### src/rtl/spm_port_arbiter.sv
// -----------------------------------------------------------------------------
// spm_port_arbiter
//
// Shares the memory-side SPM port (port B) between the pipeline MEM stage and a
// DMA engine. At most one single-word access is issued per cycle. MEM has fixed
// priority. A starvation counter forces one DMA grant after STARVE_MAX
// consecutive DMA denials. Read data arrives one cycle after the grant and is
// routed back to whichever requester issued the read.
//
// Ports
//   clk, reset            system clock, synchronous active-high reset
//   m_req/m_rw/m_addr/    MEM stage request (level), READ=1/WRITE=0, word
//   m_wr_data             address and write data
//   m_gnt, m_stall        MEM access issued this cycle / MEM stage must hold
//   m_rd_data, m_rd_vld   read return to MEM (cycle after a granted MEM read)
//   d_req/d_rw/d_addr/    DMA request (level), READ=1/WRITE=0, word address
//   d_wr_data             and write data
//   d_gnt                 DMA access issued this cycle
//   d_rd_data, d_rd_vld   read return to DMA (cycle after a granted DMA read)
//   spm_addr, spm_as_,    SPM port B address, active-low strobe, READ/WRITE,
//   spm_rw, spm_wr_data   write data
//   spm_rd_data           SPM port B registered read data (1-cycle latency)
// -----------------------------------------------------------------------------
module spm_port_arbiter #(
  parameter int unsigned ADDR_W     = 12,
  parameter int unsigned DATA_W     = 32,
  parameter int unsigned STARVE_MAX = 4
) (
  input  logic              clk,
  input  logic              reset,
  // MEM stage
  input  logic              m_req,
  input  logic              m_rw,
  input  logic [ADDR_W-1:0] m_addr,
  input  logic [DATA_W-1:0] m_wr_data,
  output logic              m_gnt,
  output logic              m_stall,
  output logic [DATA_W-1:0] m_rd_data,
  output logic              m_rd_vld,
  // DMA engine
  input  logic              d_req,
  input  logic              d_rw,
  input  logic [ADDR_W-1:0] d_addr,
  input  logic [DATA_W-1:0] d_wr_data,
  output logic              d_gnt,
  output logic [DATA_W-1:0] d_rd_data,
  output logic              d_rd_vld,
  // SPM port B
  output logic [ADDR_W-1:0] spm_addr,
  output logic              spm_as_,
  output logic              spm_rw,
  output logic [DATA_W-1:0] spm_wr_data,
  input  logic [DATA_W-1:0] spm_rd_data
);

  localparam logic        RwRead    = 1'b1;
  localparam logic [3:0]  StarveMax = 4'(STARVE_MAX);

  typedef enum logic [1:0] {
    OwnNone = 2'd0,
    OwnMem  = 2'd1,
    OwnDma  = 2'd2
  } rd_owner_e;

  logic [3:0] starve_cnt_q, starve_cnt_d;
  rd_owner_e  rd_owner_q, rd_owner_d;
  logic       dma_forced;

  // ---------------------------------------------------------------------------
  // Grant: combinational from the live requests and the registered starve count.
  // ---------------------------------------------------------------------------
  always_comb begin
    dma_forced = (starve_cnt_q == StarveMax);
    m_gnt      = 1'b0;
    d_gnt      = 1'b0;
    if (!reset) begin
      // MEM wins contention unless DMA has been denied STARVE_MAX times in a row.
      if (m_req && (!d_req || !dma_forced)) begin
        m_gnt = 1'b1;
      end else if (d_req) begin
        d_gnt = 1'b1;
      end
    end
  end

  assign m_stall = m_req & ~m_gnt;

  // ---------------------------------------------------------------------------
  // SPM port mux: follows the granted requester in the same cycle; parked at a
  // quiet READ of address 0 with the strobe high when nothing is granted.
  // ---------------------------------------------------------------------------
  always_comb begin
    spm_as_     = 1'b1;
    spm_rw      = RwRead;
    spm_addr    = '0;
    spm_wr_data = '0;
    if (m_gnt) begin
      spm_as_     = 1'b0;
      spm_rw      = m_rw;
      spm_addr    = m_addr;
      spm_wr_data = m_wr_data;
    end else if (d_gnt) begin
      spm_as_     = 1'b0;
      spm_rw      = d_rw;
      spm_addr    = d_addr;
      spm_wr_data = d_wr_data;
    end
  end

  // ---------------------------------------------------------------------------
  // Starvation counter: counts consecutive cycles DMA asked and lost.
  // ---------------------------------------------------------------------------
  always_comb begin
    starve_cnt_d = starve_cnt_q;
    if (!d_req || d_gnt) begin
      starve_cnt_d = '0;
    end else if (starve_cnt_q != StarveMax) begin
      starve_cnt_d = starve_cnt_q + 4'd1;
    end
  end

  always_ff @(posedge clk) begin
    if (reset) begin
      starve_cnt_q <= '0;
    end else begin
      starve_cnt_q <= starve_cnt_d;
    end
  end

  // ---------------------------------------------------------------------------
  // Read-return FSM: rd_owner names who owns the data SPM returns this cycle.
  // Every cycle loads the owner of the access just issued, so back-to-back
  // reads from alternating requesters pipeline at one per cycle.
  // ---------------------------------------------------------------------------
  always_ff @(posedge clk) begin
    if (reset) begin
      rd_owner_q <= OwnNone;
    end else begin
      rd_owner_q <= rd_owner_d;
    end
  end

  always_comb begin
    rd_owner_d = OwnNone;
    if (m_gnt && (m_rw == RwRead)) begin
      rd_owner_d = OwnMem;
    end else if (d_gnt && (d_rw == RwRead)) begin
      rd_owner_d = OwnDma;
    end
  end

  // Gating with reset drops a read that was in flight when reset asserted.
  always_comb begin
    m_rd_vld  = !reset && (rd_owner_q == OwnMem);
    d_rd_vld  = !reset && (rd_owner_q == OwnDma);
    m_rd_data = m_rd_vld ? spm_rd_data : '0;
    d_rd_data = d_rd_vld ? spm_rd_data : '0;
  end

endmodule

### config.mk
export PLATFORM = sky130hd
export DESIGN_NAME = spm_port_arbiter
export DESIGN_NICKNAME = d
export VERILOG_FILES = /design/src/rtl/spm_port_arbiter.sv
export SDC_FILE = /design/constraint.sdc
export NUM_CORES = 1
export LEC_CHECK = 0
export ABC_AREA = 1
export BUFFER_PORTS_ARGS = -buffer_cell sky130_fd_sc_hd__buf_4
export CAP_MARGIN = 5
export CELL_PAD_IN_SITES_DETAIL_PLACEMENT = 1
export CELL_PAD_IN_SITES_GLOBAL_PLACEMENT = 1
export CORE_MARGIN = 2
export CORE_UTILIZATION = 16
export DETAILED_ROUTE_END_ITERATION = 8
export PLACE_DENSITY_LB_ADDON = 0.1
export SLEW_MARGIN = 20
export SYNTH_ARGS = -nofsm -noshare
export SYNTH_HDL_FRONTEND = slang
export SYNTH_SLANG_ARGS = --single-unit
### constraint.sdc
create_clock -name clk -period 2.2 [get_ports clk]
set_clock_uncertainty 0.2 [all_clocks]
set_input_delay 0.44 -clock clk [delete_from_list [all_inputs] [get_ports clk]]
set_output_delay 0.44 -clock clk [all_outputs]
set_load 0.01 [all_outputs]
==> impl_metrics.toml <==
[run_status]
run_status = "completed"

[synth]
synth_seq_cells = 6
netlist-cell-type-count = 18
ys_seq_area_share_pct = 7.240
ys_dominant_reg_cell = "dfxtp_1"
syn-num-nets = 446
syn_inst = 318
yosysWarnings = 0
syn_area_um2 = 1659
synth_enable_flop_cells = 0
synth-async-reset-ratio_pct = 0
avgSynthCellArea_um2 = 5.217

[worst_hold_path]
whs_path_depth = 3
hold_path_class = "in -> reg"

[clocking]
ctsHoldBuffers = 0
path_clk_slew_ps = 40
tritoncts = "built"
cts-buffers-inserted = 3
cts_buffer_depth = 2
cts.sinks = 6
cts_root_buffer = "clkbuf_8"
insertion_delay_ps = 220
h-tree-depth = 1

[sta]
finalHoldViolations = 0
maxSlewViolCount = 0
timing.final.crit_share_pct = 99.37
setup_ws_ps = 13.96
whs_ps = 251.8
period_needed_ps = 2186
setup_violations = 0
tightest_slew_ps = 243.9
rsz0062_at_grt = "true"
fmax_ghz = 0.4574
setup-tns-final_ps = 0
max_slew_margin_pct = 83.68

[grt]
grt_pass1_vias = 3103
track_usage_pct = 16.57
grt_overflow = 0
antenna_found_initial = 0
grt_pass1_wl_um = 15350
grt_max_degree = 42

[layout]
drive_gt1_share_pct = 52.79
final_area_um2 = 3993
syn2layout_area_growth_pct = 140.6
num_antenna_cells = 0
layout_commonest_cell = "buf_4"
nets = 685
layout_common_cells = "buf_4, nor2_1, nand2_1, inv_1, nand4_1"

[placed_design]
place_ws_ps = 78.11
placed_area_um2 = 3643
gp_congestion = 0.7671
port_buffers = 240
place_hpwl_um = 7933

[detailed_routing]
drtIter0Drc = 113
drc = 0
drt_pass1_iterations = 4
wire_per_inst_um = 15.18
routed_via_density = 4.441
routed_wl_um = 10490
ant_nets = 0
vias = 3069

[critical_path]
ff2ff_path_depth = 7
worst-setup-path-type = "reg -> out"
crit_required_ps = 1560
arrival_ps = 1550
cp-start-kind = "flip-flop"
cp-end-kind = "output port"
path_max_fanout = 6

[power_and_ir_drop]
ir_drop_v = 0.0001185
p_total_uw = 840.3
p_leak_uw = 0.002363
cellPowerDensity_nw_per_um2 = 210.5

[floorplanning]
pin_count = 241
die_w_um = 105.8
core-area_um2 = 10180
fp.dieH_um = 105.8
start_util_pct = 16.29
row_count = 37
die_area_um2 = 11200

[run]
max_cap_viol_count = 0
## area by class of cell
type                            count  area, um^2
Inverter                           47       181.4
Multi-Input combinational cell    234        1214
Timing Repair Buffer              265        2258
Sequential cell                     6       127.6
Clock buffer                        3       41.29
Fill cell                        1355        6192
Tap cell                          136       170.2
## kinds of logic (layout without fill, tap and decap cells)
| group | Yosys count | after routing | share of synthesized area [%] |
|---|---|---|---|
| fa+ha+maj | 2 | 2 | 1.508 |
| buf+inv | 78 | 315 | 23.00 |
| compound gates | 3 | 3 | 0.9047 |
| simple gates | 228 | 228 | 66.82 |
| xor+xnor | 1 | 1 | 0.5280 |
| flops | 6 | 6 | 7.240 |
## metal layers
metal,vias up,track usage (%),wire (um)
met4,0,4.323,199
li1,1499,-,-
met3,14,4.824,1035
met2,154,31.75,5524
met1,1402,17.53,3728
met5,-,0,0
## synthesized netlist by cell type, types with 2 or more instances
master	count	area [um^2]
nor2_1	75	281.5
nand2_1	58	217.7
inv_1	47	176.4
nand4_1	45	281.5
nand3_1	37	185.2
nand3_2	11	110.1
buf_2	8	40.04
clkbuf_1	8	30.03
buf_6	7	78.83
dfxtp_1	6	120.1
buf_4	4	30.03
buf_1	3	11.26
o21ai_0	3	15.01
ha_1	2	25.02
## through the flow
step,std cells,util [%]
2_1_floorplan,318,-
5_1_grt,691,39.20
3_3_place_gp,676,35.77
4_1_cts,685,37.53
6_report,691,39.20
3_5_place_dp,676,35.77
## worst max-delay path, cell delays in order (launching register included)
cell and delay (ps):
dfxtp_4 340, inv_4 70, ha_4 140, nand4_4 150
buf_12 200, buf_12 130, nand4_1 90, nand2_1 80
buf_6 130
## worst paths after layout
kind	from	endpoint	slack, ps
setup / recovery	starve_cnt_q[0]$_SDFFE_PP0P_	spm_wr_data[30]	10
hold / removal	d_rw	rd_owner_q[1]$_SDFF_PP0_	250
setup reg to reg	starve_cnt_q[0]$_SDFFE_PP0P_	starve_cnt_q[0]$_SDFFE_PP0P_	610
hold reg to reg	starve_cnt_q[1]$_SDFFE_PP0P_	starve_cnt_q[1]$_SDFFE_PP0P_	360
## power by group
group / switching (uW) / internal (uW)
registers: 1.51 / 110
clock network: 47.2 / 117
logic: 246 / 318
## sequential cells by signal, summed over array words and instances, names as in the netlist
signal and flops:
rd_owner_q 2, starve_cnt_q 4
## timing repair
item | CTS | global route
pin swaps | 3 | 23
buffers inserted | 5 | 3
endpoints found under the setup margin | 47 | 47
gates cloned | 1 | 5
gates resized for setup | 11 | 26
(Power assumes the default switching activity.)
